### src/rtl/fft_frame_ctrl.sv
// FFT frame sequencer: captures one sop..eop frame, feeds cefu, re-aligns
// its delayed output with bin indices, writes the spectrum and tracks the peak.
module fft_frame_ctrl #(
    parameter int N_POINTS = 1024,
    parameter int IDX_W    = 10,
    parameter int PIPE_LAT = 4,
    parameter int SKIP_DC  = 1
) (
    input  logic             clk,
    input  logic             rst_n,
    input  logic             start,
    output logic             busy,
    input  logic             fft_valid,
    input  logic             fft_sop,
    input  logic             fft_eop,
    input  logic [17:0]      fft_q,
    input  logic [5:0]       fft_exp,
    output logic             fft_ready,
    output logic [17:0]      cefu_q_sig,
    output logic [5:0]       cefu_exp,
    input  logic [19:0]      cefu_v_data,
    output logic             wr_en,
    output logic [IDX_W-1:0] wr_addr,
    output logic [19:0]      wr_data,
    output logic [IDX_W-1:0] peak_bin,
    output logic [19:0]      peak_val,
    output logic             frame_done,
    output logic             frame_err
);

    typedef enum logic [2:0] {IDLE, ARM, STREAM, DRAIN, DONE} state_t;

    localparam logic [IDX_W-1:0] LAST_IDX = IDX_W'(N_POINTS - 1);
    localparam logic [IDX_W-1:0] SKIP_IDX = IDX_W'(SKIP_DC);

    state_t state, state_nxt;

    logic [IDX_W-1:0] idx;
    logic [IDX_W-1:0] beat_idx;
    logic             accept;
    logic             frame_beat;
    logic             last_beat;
    logic             beat_err;
    logic             pending;

    // Stage 0 lines up with cefu_q_sig, stage PIPE_LAT with cefu_v_data.
    logic [PIPE_LAT:0] dv;
    logic [IDX_W-1:0]  di [PIPE_LAT+1];

    logic [19:0]      wmax;
    logic [IDX_W-1:0] wbin;

    assign accept     = fft_valid & fft_ready;
    assign frame_beat = accept & ((state == STREAM) | ((state == ARM) & fft_sop));
    assign beat_idx   = (state == ARM) ? '0 : idx;
    assign last_beat  = fft_eop | (beat_idx == LAST_IDX);
    assign beat_err   = (fft_eop & (beat_idx != LAST_IDX))
                      | (~fft_eop & (beat_idx == LAST_IDX))
                      | (fft_sop & (state == STREAM));
    assign pending    = |dv[PIPE_LAT-1:0];

    always_ff @(posedge clk or negedge rst_n) begin
        if (!rst_n) state <= IDLE;
        else        state <= state_nxt;
    end

    always_comb begin
        state_nxt = state;
        unique case (state)
            IDLE:   if (start) state_nxt = ARM;
            ARM:    if (frame_beat) state_nxt = last_beat ? DRAIN : STREAM;
            STREAM: if (frame_beat && last_beat) state_nxt = DRAIN;
            DRAIN:  if (!pending) state_nxt = DONE;
            DONE:   state_nxt = IDLE;
            default: state_nxt = IDLE;
        endcase
    end

    always_comb begin
        fft_ready  = (state == ARM) | (state == STREAM);
        busy       = (state != IDLE);
        frame_done = (state == DONE);
    end

    always_ff @(posedge clk or negedge rst_n) begin
        if (!rst_n) begin
            idx        <= '0;
            cefu_q_sig <= '0;
            cefu_exp   <= '0;
            frame_err  <= 1'b0;
            dv         <= '0;
            for (int i = 0; i <= PIPE_LAT; i++) di[i] <= '0;
        end else begin
            dv    <= {dv[PIPE_LAT-1:0], frame_beat};
            di[0] <= beat_idx;
            for (int i = 1; i <= PIPE_LAT; i++) di[i] <= di[i-1];
            if (frame_beat) begin
                idx        <= beat_idx + 1'b1;
                cefu_q_sig <= fft_q;
                cefu_exp   <= fft_exp;
            end
            if (state == IDLE && start)
                frame_err <= 1'b0;
            else if (frame_beat && beat_err)
                frame_err <= 1'b1;
        end
    end

    // Strict greater-than keeps the lowest bin on ties.
    always_ff @(posedge clk or negedge rst_n) begin
        if (!rst_n) begin
            wmax     <= '0;
            wbin     <= '0;
            peak_bin <= '0;
            peak_val <= '0;
        end else begin
            if (frame_beat && state == ARM) begin
                wmax <= '0;
                wbin <= '0;
            end else if (dv[PIPE_LAT] && di[PIPE_LAT] >= SKIP_IDX
                         && cefu_v_data > wmax) begin
                wmax <= cefu_v_data;
                wbin <= di[PIPE_LAT];
            end
            if (state == DONE) begin
                peak_bin <= wbin;
                peak_val <= wmax;
            end
        end
    end

    assign wr_en   = dv[PIPE_LAT];
    assign wr_addr = dv[PIPE_LAT] ? di[PIPE_LAT] : '0;
    assign wr_data = dv[PIPE_LAT] ? cefu_v_data : '0;

endmodule
### config.mk
export PLATFORM = sky130hd
export DESIGN_NAME = fft_frame_ctrl
export DESIGN_NICKNAME = d
export VERILOG_FILES = /design/src/rtl/fft_frame_ctrl.sv
export SDC_FILE = /design/constraint.sdc
export NUM_CORES = 1
export LEC_CHECK = 0
export BUFFER_PORTS_ARGS = -buffer_cell sky130_fd_sc_hd__buf_2
export CAP_MARGIN = 20
export CORE_ASPECT_RATIO = 1.1
export CORE_UTILIZATION = 30
export CTS_CLUSTER_DIAMETER = 100
export DETAILED_ROUTE_END_ITERATION = 8
export REMOVE_ABC_BUFFERS = 1
export SLEW_MARGIN = 20
export SYNTH_ARGS = -nofsm -noshare
export SYNTH_HDL_FRONTEND = slang
export SYNTH_SLANG_ARGS = --single-unit
### constraint.sdc
create_clock -name clk -period 2.6 [get_ports clk]
set_input_delay 0.13 -clock clk [delete_from_list [all_inputs] [get_ports clk]]
set_output_delay 0.13 -clock clk [all_outputs]
set_load 0.01 [all_outputs]
==> results of run 1 <==
-- flip-flops by register name, indices dropped and copies added (netlist names), 6 cells and up --
name,cells
di,50
peak_val,20
wmax,20
cefu_q_sig,18
idx,10
peak_bin,10
wbin,10
cefu_exp,6
-- cell usage in the layout, fill, tap and decap left out, types with 5 or more instances in the layout --
cell type | synthesis | routed
ha_1 | 22 | 22
clkbuf_16 | 0 | 17
dfrtp_1 | 153 | 153
inv_6 | 0 | 8
xnor2_1 | 5 | 5
nand3_1 | 31 | 31
and2_1 | 52 | 52
buf_2 | 12 | 137
mux2_2 | 55 | 55
nor2_1 | 32 | 31
nand2_1 | 78 | 78
buf_4 | 4 | 16
a21oi_1 | 14 | 13
dlygate4sd3_1 | 0 | 26
inv_1 | 24 | 24
a311o_1 | 30 | 30
nand4_1 | 37 | 37
-- per-layer routing --
layer | global-route usage (%) | share of wire [%]
met1 | 17.82 | 45
met2 | 22.62 | 47
met3 | 4.517 | 6.8
met4 | 3.835 | 0.76
met5 | 0 | 0
-- through the flow --
step                      instance area (um^2)  util (%)
after floorplan                           6648         -
final                                     8755     39.34
after detailed placement                  7919     35.59
after global routing                      8755     39.34
after global placement                    7919     35.59
after CTS                                 8755     39.34
-- worst max-delay path by stage --
stage	to	slack (ns)	depth (start not counted)
final	wmax[4]	0.30	8
after detailed placement	wbin[1]	0.31	8
after global routing	wmax[19]	0.13	8
after CTS	wmax[4]	0.30	8
after floorplan	wbin[0]	-1.04	7
after global placement	wmax[19]	0.36	8
-- critical path, cell delays in order (launching register included) --
cell and delay [ns]:
dfrtp_1 0.34, inv_1 0.05, ha_1 0.32, nand4_2 0.20, nor4_4 0.41, o31ai_4 0.12, buf_4 0.29, a311o_1 0.40
nand3_1 0.08
-- what timing repair did --
action	4_1_cts	5_1_grt
setup buffers	0	0
hold endpoints to repair	81	0
hold buffers	26	0
-- cell type report --
type	instances	area share (%)
sequential	153	43.73
multi-input combinational	394	31.46
timing repair buffer	183	12.99
clock buffer	18	4.902
tap	295	4.216
clock inverter	14	1.672
inverter	24	1.029
-- Yosys cell counts, drive strengths merged (3+ instances only) --
library cell / n
inv: 24
nand4: 38
nor2: 32
dfrtp: 153
nand3: 31
nor2b: 3
o21ai: 3
buf: 20
and2: 52
mux2: 55
clkbuf: 24
and3: 4
nor3: 3
a311o: 30
a21oi: 14
nand2: 78
ha: 22
xor2: 3
xnor2: 5
nand2b: 3
-- cells by family (layout without fill, tap and decap cells) --
kind of cell | Yosys count | after routing | share of synthesized area [%]
buffers and inverters | 68 | 239 | 4.483
muxes | 55 | 55 | 9.021
DFF | 153 | 153 | 55.77
AOI/OAI and AO/OA | 56 | 56 | 6.834
and+or+nand+nor | 253 | 253 | 18.86
adders and majority gates | 22 | 22 | 4.009
xor gates and xnor gates | 8 | 8 | 1.021
-- power groups by stage --
| stage | sequential, mW | clock [mW] | combinational (mW) |
|---|---|---|---|
| finish | 3.33 | 2.42 | 2.55 |
| global route | 3.41 | 2.60 | 2.84 |
| CTS | 3.33 | 2.48 | 2.59 |
| detailed placement | 3.37 | 0 | 2.55 |
| global placement | 3.35 | 0 | 2.50 |
| floorplan | 3.52 | 0 | 1.36 |
==> impl_metrics.yaml, run 1 <==
run_status:
  status: "finished, final reports clean"
synth:
  synth_seq_cells: 153
  synth_top_area_cell: "dfrtp_1"
  synthArstFlopShare_pct: 100.0
  synth_top_area_share_pct: 55.77
  syn_inst: 615
  ys.warnings.count: 0
  ys.flop_type: "dfrtp_1"
  synth_top_cells_by_area: "dfrtp_1 (56%), mux2_2 (9.0%), and2_1 (4.7%)"
  netlist_area_um2: 6865
  syn-mean-instance-area_um2: 11.16
  synth_edf_count: 0
  ys_types: 39
  ys_seq_area_share_pct: 55.77
min_path:
  holdPathStages: 4
  hold_path_class: "primary input to flip-flop"
  worstHoldStart: "fft_valid"
  holdPathEnd: "state[1]"
sta:
  slew_viol_final: 0
  grt_setup_unrepaired: "no"
  hold_ws_ns: 0.06227
  fin_worst_skew_ns: 0.01250
  period_needed_ns: 2.296
  setup_ws_ns: 0.3036
  max-slew-margin-rel_pct: 62.07
  period_share_pct: 88.32
  timing_hold_violations_final: 0
  final.setup.tns_ns: 0
  tightest_slew_ns: 0.5690
  setup_viol: 0
  fmax_ghz: 0.4355
clock_network:
  insertion_delay_ns: 0.43
  cts.repair.resized: 0
  root_buffer: "clkbuf_16"
  cts_tree: "done"
  clkTransAtPathRegs_ns: 0.06
  cts.sinks: 153
  cts.path.max_buffers: 2
  h-tree-depth: 4
  cts_buffers: 17
final_layout:
  instances_no_fill: 1081
  multi_input_area_um2: 2754
  fin_nets: 845
  drive_above_1_share_pct: 31.93
  seq_area_um2: 3829
  area_growth_pct: 27.52
  fill_cells: 2176
  antennaDiodeCount: 0
die:
  start_util_pct: 30.85
  rows: 57
  die-width_um: 146.2
  boundaryPins: 139
  design.core.area_um2: 22250
  die_y_um: 160.7
  dieArea_um2: 23490
pwr:
  ir_worst_vdd_v: 0.0006785
  p_leak_nw: 4.333
  power_density_nw_per_um2: 948.2
  p_comb_share_pct: 30.7
  power_mw: 8.301
  switching_share_pct: 33.38
  power_frac_seq_pct: 40.1
  p_int_mw: 5.530
  p_switching_mw: 2.771
  clockPowerShare_pct: 29.1
worst_setup_path:
  critPathRequiredTime_ns: 2.96
  rr_startpoint: "wmax[19]"
  start_kind: "flip-flop"
  r2r_cells: 8
  crit_path_start: "wmax[19]"
  critPathMaxFanout: 42
  reg2reg_to: "wmax[4]"
  arrival_ns: 2.65
  r2r_slack_ns: 0.30
  end_kind: "flip-flop"
  critPathKind: "flip-flop to flip-flop"
placed_design:
  globalplace.congestion: 0.7828
  port_buffers: 138
  place_ws_ns: 0.3134
  dp_hpwl_um: 10220
  dp_cells: 1023
drt:
  dr.pass1.iters: 4
  drcViolationCount: 0
  vias: 5142
  wirelength_um: 15680
  wl_per_cell_um: 14.50
  via_per_inst: 4.757
  drt_iter0_markers: 233
  ant_nets: 0
global_routing:
  grt_remaining_overflow: 0
  grt_max_degree: 61
  grt_pass1_wl_um: 25970
  antenna_found_initial: 0
  grt_use_total_pct: 13.95
  first_global_vias: 5174
job:
  maxCapViolCount: 0
Power figures use the tool's default switching activity.
==> run 2, diff against run 1 <==
--- a/config.mk
+++ b/config.mk
@@ -8,9 +8,10 @@
 export BUFFER_PORTS_ARGS = -buffer_cell sky130_fd_sc_hd__buf_2
 export CAP_MARGIN = 20
 export CORE_ASPECT_RATIO = 1.1
-export CORE_UTILIZATION = 30
+export CORE_UTILIZATION = 55
 export CTS_CLUSTER_DIAMETER = 100
 export DETAILED_ROUTE_END_ITERATION = 8
+export PLACE_DENSITY = 0.8
 export REMOVE_ABC_BUFFERS = 1
 export SLEW_MARGIN = 20
 export SYNTH_ARGS = -nofsm -noshare
==> run 2 against run 1 <==
  * Non-clock buffer count decreased by 6
  * Sequential share of layout area increased by 0.95 points
  * Flip-flop and latch count unchanged
  * Clock skew decreased by 0.0055 ns
  * Critical endpoint is now wbin[5]
  * Clock power increased by 2%
  * Sequential power about the same
  * Hold slack improved by 0.027 ns
==> impl_metrics.yaml, run 2 (synthesis gave the netlist of run 1 again) <==
run_status:
  status: "finished, final reports clean"
sta:
  max-slew-margin-rel_pct: 54.02
  period_needed_ns: 2.334
  period_share_pct: 89.78
  timing_hold_violations_final: 0
  fin_worst_skew_ns: 0.006983
  grt_setup_unrepaired: "no"
  setup_ws_ns: 0.2657
  setup_viol: 0
  slew_viol_final: 0
  tightest_slew_ns: 0.6897
  fmax_ghz: 0.4284
min_path:
  hold_path_class: "primary input to flip-flop"
drt:
  wl_per_cell_um: 16.14
  drt_iter0_markers: 321
  ant_nets: 0
  drcViolationCount: 0
  via_per_inst: 5.701
  wirelength_um: 15080
  vias: 5325
  dr.pass1.iters: 9
global_routing:
  grt_remaining_overflow: 0
  busiest_layer: "met2"
  antenna_found_initial: 0
  grt_use_total_pct: 24.33
  grtUsageMet3_pct: 5.255
  grt_pass1_wl_um: 24690
  met1_usage_pct: 31.72
  grt_max_degree: 76
  use_met2_pct: 40.74
  first_global_vias: 5219
final_layout:
  top_regs: "di x50, peak_val x20, wmax x20"
  mostFrequentLayoutCell: "dfrtp_1"
  antennaDiodeCount: 0
  area_growth_pct: 24.82
  largest_register_ffs: 50
  instances_no_fill: 934
  fin_nets: 839
  most-common-layout-cells: "dfrtp_1 (153), buf_2 (137), nand2_1 (78), mux2_2 (55), and2_1 (52)"
  drive_above_1_share_pct: 31.54
  final_util_pct: 70.90
  fill_cells: 854
  top_register: "di"
worst_setup_path:
  cp_num_buf_inv: 2
  end_kind: "flip-flop"
  critPathMaxFanout: 38
  critPathTopFamily: "simple AND/OR/NAND/NOR gates"
  start_kind: "flip-flop"
  slowest_delay_ns: 0.41
  critPathRequiredTime_ns: 2.94
  critPathKind: "flip-flop to flip-flop"
  path_cells: "inv_1 > ha_1 > nand4_2 > nor4_4 > o31ai_4 > buf_4 > a311o_1 > nand3_1"
  arrival_ns: 2.68
  cpMaxStageDelayCell: "a311o_1"
placed_design:
  globalplace.congestion: 0.8607
  place_ws_ns: 0.2751
  dp_cells: 876
  dp_hpwl_um: 9237
  port_buffers: 138
job:
  maxCapViolCount: 0
clock_network:
  cts_tree: "done"
  root_buffer: "clkbuf_16"
  h-tree-depth: 4
  cts.sinks: 153
  cts_buffers: 17
  insertion_delay_ns: 0.41
  clkTransAtPathRegs_ns: 0.06
  cts.path.max_buffers: 2
  postCtsSetupBuffers: 0
die:
  rows: 42
  die-width_um: 108.5
  boundaryPins: 139
  dieArea_um2: 12930
  start_util_pct: 56.80
  design.core.area_um2: 12090
  die_y_um: 119.2
pwr:
  ir_worst_vdd_v: 0.0006562
  p_leak_nw: 4.324
  power_density_nw_per_um2: 976.0
## run 2: cell count changes in the layout (fill, tap and decap cells not counted), moves of 2 or more
cell | before | now
inv_8 | 2 | 0
buf_4 | 16 | 9
inv_6 | 8 | 6
clkinv_4 | 1 | 4
## run 2: stage by stage
stage / hold slack, ns / instance area, um^2 / setup TNS, ns / power [mW]
4_1_cts: 0.08109 / 8569 / 0 / 8.397
6_report: 0.08895 / 8569 / 0 / 8.364
2_1_floorplan: -0.1656 / 6648 / -36.33 / 4.877
5_1_grt: 0.09695 / 8569 / 0 / 8.878
3_3_place_gp: 0.2064 / 7710 / 0 / 5.741
3_5_place_dp: 0.2100 / 7710 / 0 / 5.875
## run 2: cell type report
cell class	instances	area (um^2)	share of cell area, %
repair buffers	177	1105	12.89
clock buffers	18	439.2	5.125
inverters	24	90.09	1.051
flip-flops and latches	153	3829	44.68
clock inverters	14	160.2	1.869
multi-input cells	394	2754	32.14
well taps	154	192.7	2.249
## run 2: path summary, 6_finish.rpt
| path | start | to | slack [ns] | cells after the start |
|---|---|---|---|---|
| setup / recovery | wmax[19] | wbin[5] | 0.27 | 8 |
| hold / removal | fft_valid | state[1] | 0.09 | 4 |
| max in group asynchronous | rst_n | di[20] | 1.48 | 3 |
| min in group asynchronous | rst_n | peak_val[18] | 0.32 | 2 |
| hold reg to reg | di[23] | di[13] | 0.35 | 0 |
| setup reg to reg | wmax[19] | wbin[5] | 0.27 | 8 |
## run 2: routing by layer
metal  wire length [um]  share of wire [%]
met1               6222                 41
met2               7747                 51
met3                922                6.1
met4                187                1.2
met5                  0                  0
## run 2: tightest hold or removal path: stages
cell and delay (ns):
buf_2 0.11, nand2_1 0.06, or3_1 0.09, a21oi_1 0.06
## run 2: timing repair
action	CTS	global route
hold buffers	26	0
setup endpoints to repair	0	0
hold endpoints to repair	98	0
gates resized for setup	0	0
## run 2: where the power goes
part	switching [mW]	internal, mW	leakage (nW)	total, mW
Combinational	1.37	1.17	2.18	2.54
Sequential	0.348	3.00	1.85	3.35
Clock	1.01	1.46	0.293	2.47
==> run 3, diff against run 2 <==
--- a/config.mk
+++ b/config.mk
@@ -5,12 +5,13 @@
 export SDC_FILE = /design/constraint.sdc
 export NUM_CORES = 1
 export LEC_CHECK = 0
-export BUFFER_PORTS_ARGS = -buffer_cell sky130_fd_sc_hd__buf_2
+export BUFFER_PORTS_ARGS = -buffer_cell sky130_fd_sc_hd__buf_4
 export CAP_MARGIN = 20
 export CORE_ASPECT_RATIO = 1.1
 export CORE_UTILIZATION = 55
 export CTS_CLUSTER_DIAMETER = 100
 export DETAILED_ROUTE_END_ITERATION = 8
+export GPL_TIMING_DRIVEN = 0
 export PLACE_DENSITY = 0.8
 export REMOVE_ABC_BUFFERS = 1
 export SLEW_MARGIN = 20
==> run 3 against run 2 <==
  * Register-to-register slack got worse by 0.14 ns
  * Cell count rose by 0.32%
  * Routed wire length rose by 4.2%
  * Via count rose by 0.86%
  * Combinational power rose by 14%
  * Core utilization rose by 4.2 points
  * Critical path depth rose by 1
  * Clock skew rose by 0.0013 ns
  * Cell area rose by 5.9%
==> impl_metrics.yaml, run 3 (synthesis gave the netlist of run 1 again) <==
die:
  boundaryPins: 139
  die-width_um: 108.5
  dieArea_um2: 12930
  rows: 42
  start_util_pct: 56.80
  die_y_um: 119.2
  design.core.area_um2: 12090
worst_setup_path:
  end_kind: "flip-flop"
  arrival_ns: 2.82
  reg2reg_to: "wbin[9]"
  rr_startpoint: "wmax[15]"
  critPathKind: "flip-flop to flip-flop"
  r2r_slack_ns: 0.13
  critPathMaxFanout: 17
  critPathRequiredTime_ns: 2.95
  start_kind: "flip-flop"
  r2r_cells: 9
pwr:
  p_switching_mw: 2.837
  ir_worst_vdd_v: 0.0006660
  power_frac_seq_pct: 38.5
  clockPowerShare_pct: 28.9
  switching_share_pct: 32.04
  p_comb_share_pct: 32.6
  p_leak_nw: 4.468
  power_density_nw_per_um2: 975.3
  p_int_mw: 6.016
clock_network:
  cts_buffers: 17
  root_buffer: "clkbuf_16"
  cts.sinks: 153
  insertion_delay_ns: 0.42
  clkTransAtPathRegs_ns: 0.06
  cts_tree: "done"
  h-tree-depth: 4
  cts.path.max_buffers: 2
final_layout:
  top_register: "di"
  largest_register_ffs: 50
  drive_above_1_share_pct: 32.06
  mostFrequentLayoutCell: "dfrtp_1"
  fill_cells: 793
  antennaDiodeCount: 0
  final_util_pct: 75.10
  area_growth_pct: 32.22
  fin_nets: 842
  most-common-layout-cells: "dfrtp_1 (153), buf_4 (139), nand2_1 (78), mux2_2 (55), and2_1 (51)"
  top_regs: "di x50, peak_val x20, wmax x20"
  final_cell_area_um2: 9077
placed_design:
  globalplace.congestion: 0.7784
  port_buffers: 138
  dp_hpwl_um: 10030
  place_ws_ns: -0.02756
  place_area_um2: 8168
sta:
  period_share_pct: 95.14
  fin_worst_skew_ns: 0.008266
  hold_ws_ns: 0.09342
  timing_hold_violations_final: 0
  setup_ws_ns: 0.1263
  max-slew-margin-rel_pct: 42.05
  fmax_ghz: 0.4043
  period_needed_ns: 2.474
  grt_setup_unrepaired: "no"
  tightest_slew_ns: 0.8692
  setup_viol: 0
  slew_viol_final: 0
drt:
  ant_nets: 0
  wirelength_um: 15710
  via_per_inst: 5.732
  vias: 5371
  dr.pass1.iters: 4
  drcViolationCount: 0
  wl_per_cell_um: 16.77
  drt_iter0_markers: 245
global_routing:
  grt_max_degree: 79
  grt_remaining_overflow: 0
  antenna_found_initial: 0
  grt_pass1_wl_um: 25500
  grt_use_total_pct: 25.60
  first_global_vias: 5400
min_path:
  holdPathStages: 4
  hold_path_class: "primary input to flip-flop"
  worstHoldStart: "cefu_v_data[7]"
  holdPathEnd: "wmax[7]"
run_status:
  status: "finished, final reports clean"
job:
  maxCapViolCount: 0
==> run 3: cell count changes in the layout (fill, tap and decap cells not counted), moves of 3 or more <==
cell / delta
buf_12: -3
buf_16: +5
buf_2: -137
buf_4: +130
buf_6: +3
buf_8: +4
==> run 3: power by group through the flow <==
stage / clock (mW) / combinational (mW) / sequential (mW)
floorplan: 0 / 1.36 / 3.52
detailed placement: 0 / 2.82 / 3.43
global route: 2.70 / 3.15 / 3.48
finish: 2.56 / 2.89 / 3.41
global placement: 0 / 2.59 / 3.39
CTS: 2.60 / 2.88 / 3.40
==> run 3: worst max path at each step <==
stage                          to  slack, ns     start  cells after the start
after floorplan           wbin[0]      -1.04  wmax[15]                      7
after global routing      wbin[5]      0.003   wmax[2]                      9
after detailed placement  wbin[3]      -0.03  wmax[19]                      8
after global placement    wbin[5]      -2.16  wmax[19]                      7
final                     wbin[9]       0.13  wmax[15]                      9
after CTS                 wbin[9]       0.01  wmax[19]                      9
==> run 3: through the flow <==
stage | cells | TNS, ns | total power [mW]
floorplan | 571 | -36.33 | 4.877
global placement | 863 | -87.37 | 5.971
detailed placement | 876 | -0.2325 | 6.243
CTS | 934 | 0 | 8.871
global route | 937 | 0 | 9.335
finish | 937 | 0 | 8.853
==> run 3: worst max-delay path, stage by stage (launching register included) <==
cell	delay, ns
dfrtp_1	0.35
inv_1	0.07
ha_1	0.32
nand4_1	0.23
nor4_4	0.36
o31ai_4	0.25
buf_8	0.22
buf_8	0.16
a311o_1	0.36
nand3_1	0.09
==> run 3: cell type report <==
class | count | area (um^2) | area share, %
flip-flops and latches | 153 | 3829 | 42.18
multi-input cells | 395 | 2783 | 30.65
repair buffers | 179 | 1567 | 17.26
clock buffers | 18 | 429.2 | 4.728
well taps | 154 | 192.7 | 2.123
clock inverters | 14 | 187.7 | 2.068
inverters | 24 | 90.09 | 0.9924
==> run 3: repair_timing <==
action	4_1_cts	5_1_grt
cloned	0	1
endpoints found under the hold margin	100	0
endpoints found under the setup margin	16	15
gates resized for setup	1	0
buffers inserted	0	2
hold buffers	26	0
pin swaps	0	2
==> run 3: metal layers <==
layer | GRT usage, % | vias up | wire length (um)
met5 | 0 | - | 0
met4 | 12.16 | 0 | 450
met3 | 5.583 | 36 | 1107
met2 | 42.37 | 241 | 7967
met1 | 31.62 | 2624 | 6187
li1 | - | 2470 | -
